--- src/rtl/serializer_pkg.sv ---
// Shared types and defaults for the bit stream serializer.
// Optional parity bit per word: SERIALIZER_PARITY_EN.
package serializer_pkg;

    localparam int DEF_WIDTH = 8;
    localparam int DEF_DEPTH = 4;

    typedef enum logic [1:0] {
        IDLE   = 2'd0,
        SHIFT  = 2'd1,
        PARITY = 2'd2
    } state_t;

    // Even parity; narrower words are zero-extended by the caller.
    function automatic logic even_parity(input logic [63:0] w);
        return ^w;
    endfunction

endpackage

--- src/rtl/serializer_fifo.sv ---
// Word buffer in front of the serializer shifter.
// Power-of-two depth, pointers wrap naturally.
import serializer_pkg::*;

module serializer_fifo #(
    parameter int WIDTH = DEF_WIDTH,
    parameter int DEPTH = DEF_DEPTH,
    parameter int CNT_W = $clog2(DEPTH + 1)
) (
    input  logic             clock,
    input  logic             reset,
    input  logic             push,
    input  logic             pop,
    input  logic [WIDTH-1:0] wdata,
    output logic [WIDTH-1:0] rdata,
    output logic [CNT_W-1:0] count
);

    localparam int PW = $clog2(DEPTH);

    logic [WIDTH-1:0] mem [DEPTH];
    logic [PW-1:0]    wr_ptr;
    logic [PW-1:0]    rd_ptr;
    logic             do_push;
    logic             do_pop;

    assign do_push = push && (count < CNT_W'(DEPTH));
    assign do_pop  = pop && (count != '0);
    assign rdata   = mem[rd_ptr];

    // Pointer and occupancy bookkeeping.
    always_ff @(posedge clock or negedge reset) begin
        if (!reset) begin
            wr_ptr <= '0;
            rd_ptr <= '0;
            count  <= '0;
        end else begin
            if (do_push) wr_ptr <= wr_ptr + PW'(1);
            if (do_pop)  rd_ptr <= rd_ptr + PW'(1);
            case ({do_push, do_pop})
                2'b10:   count <= count + CNT_W'(1);
                2'b01:   count <= count - CNT_W'(1);
                default: count <= count;
            endcase
        end
    end

    // Storage array; contents are don't-care after reset.
    always_ff @(posedge clock) begin
        if (do_push) mem[wr_ptr] <= wdata;
    end

endmodule

--- src/rtl/bit_stream_serializer.sv ---
// Parallel-to-serial feeder, MSB first, with framing strobes.
// Optional parity bit per word: SERIALIZER_PARITY_EN.
import serializer_pkg::*;

module bit_stream_serializer #(
    parameter int WIDTH = DEF_WIDTH,
    parameter int DEPTH = DEF_DEPTH,
    parameter int CNT_W = $clog2(DEPTH + 1)
) (
    input  logic             clock,
    input  logic             reset,
    input  logic [WIDTH-1:0] in_data,
    input  logic             in_valid,
    output logic             in_ready,
    input  logic             hold,
    output logic             i,
    output logic             bit_valid,
    output logic             word_start,
    output logic             busy,
    output logic [CNT_W-1:0] fifo_count
);

    localparam int IDX_W = $clog2(WIDTH);

    state_t           state;
    logic [WIDTH-1:0] rdata;
    logic [WIDTH-1:0] sreg;
    logic [IDX_W-1:0] bit_idx;
    logic             last;
    logic             has_word;
    logic             at_end;
    logic             load;
    logic             push;

    assign in_ready = fifo_count < CNT_W'(DEPTH);
    assign push     = in_valid && in_ready;
    assign has_word = fifo_count != '0;
    assign busy     = (state != IDLE) || has_word;

`ifdef SERIALIZER_PARITY_EN
    assign at_end = (state == IDLE) || (state == PARITY);
`else
    assign at_end = (state == IDLE) || ((state == SHIFT) && last);
`endif

    assign load = !hold && has_word && at_end;

    serializer_fifo #(
        .WIDTH (WIDTH),
        .DEPTH (DEPTH),
        .CNT_W (CNT_W)
    ) u_fifo (
        .clock (clock),
        .reset (reset),
        .push  (push),
        .pop   (load),
        .wdata (in_data),
        .rdata (rdata),
        .count (fifo_count)
    );

    // FSM and shifter: load, shift MSB..LSB, optional parity, chain.
    always_ff @(posedge clock or negedge reset) begin
        if (!reset) begin
            state      <= IDLE;
            sreg       <= '0;
            bit_idx    <= '0;
            last       <= 1'b0;
            i          <= 1'b0;
            bit_valid  <= 1'b0;
            word_start <= 1'b0;
        end else begin
            bit_valid  <= 1'b0;
            word_start <= 1'b0;
            if (hold) begin
                state <= state;
            end else if (load) begin
                sreg       <= rdata;
                i          <= rdata[WIDTH-1];
                bit_valid  <= 1'b1;
                word_start <= 1'b1;
                bit_idx    <= IDX_W'(WIDTH - 2);
                last       <= 1'b0;
                state      <= SHIFT;
            end else if ((state == SHIFT) && !last) begin
                i         <= sreg[bit_idx];
                bit_valid <= 1'b1;
                bit_idx   <= bit_idx - IDX_W'(1);
                last      <= (bit_idx == '0);
`ifdef SERIALIZER_PARITY_EN
            end else if (state == SHIFT) begin
                i         <= even_parity(64'(sreg));
                bit_valid <= 1'b1;
                last      <= 1'b0;
                state     <= PARITY;
`endif
            end else begin
                i     <= 1'b0;
                last  <= 1'b0;
                state <= IDLE;
            end
        end
    end

endmodule

--- config.mk ---
export PLATFORM = sky130hd
export DESIGN_NAME = bit_stream_serializer
export DESIGN_NICKNAME = d
export VERILOG_FILES = /design/src/rtl/serializer_pkg.sv /design/src/rtl/serializer_fifo.sv /design/src/rtl/bit_stream_serializer.sv
export SDC_FILE = /design/constraint.sdc
export NUM_CORES = 1
export LEC_CHECK = 0
export ABC_AREA = 1
export CELL_PAD_IN_SITES_DETAIL_PLACEMENT = 1
export CELL_PAD_IN_SITES_GLOBAL_PLACEMENT = 1
export CORE_MARGIN = 2
export CORE_UTILIZATION = 49
export DETAILED_ROUTE_END_ITERATION = 10
export PLACE_DENSITY = 0.95
export SLEW_MARGIN = 0
export SYNTH_ARGS = -nofsm -noshare
export SYNTH_HDL_FRONTEND = slang
export SYNTH_HIERARCHICAL = 1
export SYNTH_SLANG_ARGS = --single-unit
--- constraint.sdc ---
create_clock -name clock -period 6.2 [get_ports clock]
set_clock_uncertainty 0.05 [all_clocks]
set_input_delay 0.62 -clock clock [delete_from_list [all_inputs] [get_ports clock]]
set_output_delay 0.62 -clock clock [all_outputs]
set_load 0.05 [all_outputs]
Word-level counts from Yosys, hierarchy flattened
Memories as Yosys holds them, arrays and structs flattened. Index checks and enable logic that the tools add are counted.

Reduce and logical (&&, ||, !) cells: 20. Add/sub/neg operators: 5. Order comparisons: 2. Equality and inequality tests: 4. Bitwise logic cells: 1. Multiplexer cells: 18.

Operators with widths (number): 1-bit two-way mux (12); 1-bit logical AND (7); 3-bit two-way mux (2); 3-bit one-hot mux with 2 select lines (1); 2-bit AND reduction (3); 2-bit nonzero test (3); 3-bit by 1-bit subtractor with 3-bit output, second input constant (2); 2-bit by 1-bit adder with 2-bit output, second input constant (2); 2-bit by 1-bit equality test with 1-bit output, second input constant (2); 3-bit by 4-bit < comparator with 1-bit output, second input constant (1); 2-bit two-way mux (2); 3-bit by 1-bit adder with 3-bit output, second input constant (1); 1-bit binary-select mux with 3-bit select (1); 3-bit zero test (1); 3-bit < comparator, second input constant (1); 3-bit nonzero test (1); 2-bit equality test, second input constant (1); 1-bit zero test (2); 2-bit zero test (1); 1-bit logical OR (2); 2-bit by 1-bit != test with 1-bit output, second input constant (1); 1-bit NOT (1).

Register bits after elaboration: 24. Memory bits (writable): 32. Memories kept: 1. Logic and storage cells: 61. Input bits: 12.

Memories: u_fifo.mem (depth 4, bits a word 8, read ports 1, clocked after memory_dff 0, wr ports 1, RTL line serializer_fifo.sv:21) `logic [WIDTH-1:0] mem [DEPTH];`.

Logic depth before layout (Yosys ltp)
Depth after elaboration: 7. Mapped depth: 16.

Hierarchy
The synthesis kept the hierarchy.

Modules (own cells, without submodules): serializer_fifo (cells each 148, times used 1, sequential area each 1136.1 µm², area an instance 1716.6 µm²); bit_stream_serializer (cells each 96, times used 1, sequential area each 400.4 µm², area an instance 830.8 µm²).

Worst setup path before layout
OpenSTA, ideal clock, no wires.

Kind: reg2reg. Start: register u_fifo.count[2]. End: register u_fifo.count[2]. Path slack: 3.666 ns. Arrival time: 2.365 ns. Buffers on the path: 1. Library setup time: 0.120 ns. Period minus slack after synthesis: 2.534 ns. Stages on the path, launching flop included: 15. Path through: dfrtp_1 > inv_2 > nand2_1 > nand2_4 > inv_4 > buf_12 > nand2_1 > inv_1 > ha_1 > inv_1 > fa_1 > nand2_1 > nand3_1 > nand2_1 > nand2_1.

RTL lines: from (decl) (RTL line serializer_fifo.sv:16) `output logic [CNT_W-1:0] count`; from (signal assigned) (RTL line serializer_fifo.sv:41) `2'b10: count <= count + CNT_W'(1);`; from (signal assigned) (RTL line serializer_fifo.sv:42) `2'b01: count <= count - CNT_W'(1);`; from (signal assigned) (RTL line serializer_fifo.sv:43) `default: count <= count;`; 3-bit < comparator * (RTL line bit_stream_serializer.sv:35) `assign in_ready = fifo_count < CNT_W'(DEPTH);`; net in_ready (RTL line bit_stream_serializer.sv:14) `output logic in_ready,`; 1-bit logical AND (RTL line bit_stream_serializer.sv:36) `assign push = in_valid && in_ready;`; 1-bit logical AND * (RTL line serializer_fifo.sv:27) `assign do_push = push && (count < CNT_W'(DEPTH));`; 2-bit by 1-bit equality test with 1-bit output or 2-bit equality test (tied branches) (RTL line serializer_fifo.sv:40) `case ({do_push, do_pop})`; 3-bit one-hot mux with 2 select lines or 2-bit nonzero test (tied branches).

The timed path passes the listed nets; every way through them passes the cells marked *. A chain may end at the register's enable or synchronous reset.

Worst setup path in the final report
Start: input port hold. End: register u_fifo.count[2].

Cells in the longest elaborated chain, start to end: 6.

RTL lines: from (decl) (RTL line bit_stream_serializer.sv:15) `input logic hold,`; 1-bit zero test * (RTL line bit_stream_serializer.sv:46) `assign load = !hold && has_word && at_end;`; 1-bit logical AND * (2 in series) (RTL line bit_stream_serializer.sv:46); 1-bit logical AND * (RTL line serializer_fifo.sv:28) `assign do_pop = pop && (count != '0);`; net u_fifo.do_pop (RTL line serializer_fifo.sv:25) `logic do_pop;`; 2-bit by 1-bit equality test with 1-bit output or 2-bit equality test (tied branches) (RTL line serializer_fifo.sv:40); 3-bit one-hot mux with 2 select lines or 2-bit nonzero test (tied branches).

Marks and branches as above.

==> flow_summary.ini <==
[outcome]
status = complete, no violations

[flow_run]
drv_cap = 0

[place]
dp_hpwl_um = 3580
globalplace.congestion = 0.798
pre_cts_ws_ps = 3230
numPlacedInstances = 328
place_area_um2 = 2760
numPortBuffers = 19

[timing]
tightestPinTransition_ps = 1020
final.setup.worst_slack_ps = 3550
fin_tns_setup_ps = 0
clock.fmax_mhz = 378
whs_ps = 465
period_share_pct = 42.7
setup_viol = 0
layout_min_cycle_time_ps = 2650
grt_setup_unrepaired = no
finalHoldViolCount = 0
slew_viol_final = 0
max_slew_margin_pct = 31.7

[layout]
diodes = 0
drive_gt1_share_pct = 11.7
postLayoutCellArea_um2 = 2870
finalNonFillerCells = 336
layout.nets = 285
final_util_pct = 56.6
area.growth.synth_to_final_pct = 12.8

[critical_path]
crit_path_max_fanout = 17
path_common_cell = nand2_1
startpoint = hold
worstSetupStartpointType = input port
worstSetupEndpointType = register
cpMaxStageDelayCell = clkdlybuf4s50_1
path_class = input port to register
crit_required_ps = 6360
cp.arrival_ps = 2800
cpPeakStageDelay_ps = 550
worstPathCellList = clkdlybuf4s50_1, nor2_2, nand2_4, inv_4, nand2_1, inv_1, ha_1, inv_1, fa_1, nand2_1, nand3_1, nand2_1, nand2_1
r2r_start = u_fifo/count[0]$_DFFE_PN0P_
path_delay_family = buffers and inverters
cp_num_buf_inv = 4

[clocking]
clk_latency_ps = 310
cts_sinks = 55
clkTransAtPathRegs_ps = 100
htreeDepth = 2
cts_resized = 0
clk_path_buf_depth = 2
cts_tree = done
cts_buffers = 5
root_buffer = clkbuf_8
cts.hold.buffers_added = 0
cts_setup_buffers = 0

[synth]
yosysUniqueCellTypes = 27
synth_top_family_by_area = simple AND/OR/NAND/NOR gates
ys_seq_elements = 55
synthFlopType = edfxtp_1
ys_warn_count = 6
syn_inst = 244
synth_edf_count = 32
muxShareOfSynthArea_pct = 0
yosys.area.top_type_share_pct = 37.7
synth_xor_area_share_pct = 0.688
yosysMostFrequentCell = nand2_1
netlist_area_um2 = 2550
syn_nets = 264
yosys.area_share.simple_pct = 15.3
yosysTopAreaCell = edfxtp_1
postSynthAreaPerCell_um2 = 10.4
synth_fa_ha_area_share_pct = 4.22
synth_compound_area_share_pct = 9.33
synthTopCellsByCount = nand2_1, inv_1, edfxtp_1, dfrtp_1, o211ai_1
synthTopCellsByArea = edfxtp_1, dfrtp_1, nand2_1, inv_1, o211ai_1
synthArstFlopShare_pct = 41.8
ys_seq_area_share_pct = 60.3

[detailed_routing]
wirelength_um = 4900
drc_errors = 0
antenna_left = 0
wl_per_cell_um = 14.6
via_count = 1670
initialDrtViolationCount = 70
drtPass1Iterations = 4
vias_per_cell = 4.97

[global_route]
antenna_found_initial = 0
grtUsageTotal_pct = 18.8
grt_pass1_wl_um = 8460
gr-total-overflow = 0
grt_pass1_vias = 1797
grt_max_degree = 34

[worst_hold_path]
hp-start = sreg[0]$_DFFE_PN0P_
min_path_type = register to register

[power]
leakagePower_nw = 1.29
ir_drop_mv = 0.225
p_per_area_nw_per_um2 = 486
power_mw = 1.40

[floorplan]
core_area_um2 = 5070
dieArea_um2 = 5790
io_pins = 20
start_util_pct = 50.2
placementRows = 26
die_h_um = 76.1
die_w_um = 76.1
## state kept, by name (all words and copies together), names as in the netlist
signal and count:
bit_valid 1, sreg 8, u_fifo/mem 32, word_start 1
u_fifo/count 3, bit_idx 3, state 1, last 1
u_fifo/wr_ptr 2, u_fifo/rd_ptr 2, i 1
## per-layer routing
| metal | routed length, µm | track usage [%] | share of wire [%] |
|---|---|---|---|
| met1 | 2080 | 22.7 | 42 |
| met2 | 2630 | 34.0 | 54 |
| met3 | 124 | 3.32 | 2.5 |
| met4 | 63 | 6.55 | 1.3 |
| met5 | 0 | 0 | 0 |
## report_power, final
group	switching (mW)	internal [mW]	total, mW
combinational	0.408	0.201	0.609
sequential	0.0655	0.490	0.556
clock	0.114	0.120	0.234
## path summary, 6_finish.rpt
check                                               end  slack [ps]  cells past startpoint
max                         u_fifo/count[2]$_DFFE_PN0P_        3550                     13
min                                 sreg[0]$_DFFE_PN0P_         470                      2
max reg2reg                 u_fifo/count[2]$_DFFE_PN0P_        3970                     13
min reg2reg                         sreg[0]$_DFFE_PN0P_         470                      2
max in group asynchronous  u_fifo/rd_ptr[1]$_DFFE_PN0P_        4670                      1
min in group asynchronous        bit_idx[2]$_DFFE_PN0P_         820                      1
## layout make-up
cell class                 instances  area, µm²
fill                             582       2200
clock buffer                       5       68.8
timing repair buffer              19        190
multi-input combinational        133        753
tap                               70       87.6
clock inverter                     3       43.8
inverter                          51        194
sequential                        55       1540
## worst reg2reg max path: cells and delay by family (launching register included)
family	cells	cell delay, ps
simple gates	8	760
fa+ha+maj	2	540
flops	1	430
buf+inv	3	350
## placed cells by master (no fill, tap or decap)
cell              n
a21oi_1           2
a21oi_4           1
bufinv_16         1
clkbuf_8          5
clkdlybuf4s50_1  19
clkinv_4          1
clkinvlp_2        1
dfrtp_1          23
edfxtp_1         32
fa_1              1
ha_1              7
inv_1            43
inv_2             7
inv_4             1
nand2_1          60
nand2_2           3
nand2_4           1
nand3_1          13
nand4_1           1
nor2_1           12
nor2_2            3
o211ai_1         16
o21ai_0           3
o21ai_1           1
o21ai_2           6
o21bai_4          1
xnor2_1           1
xor2_1            1
## cell families after synthesis
group                    after synthesis
AO/OA/AOI/OAI                         30
XOR/XNOR                               2
adder cells (fa/ha/maj)                8
buffers and inverters                 56
flip-flops                            55
AND/OR/NAND/NOR                       93
Note: power is estimated with default switching activity, not from simulation.
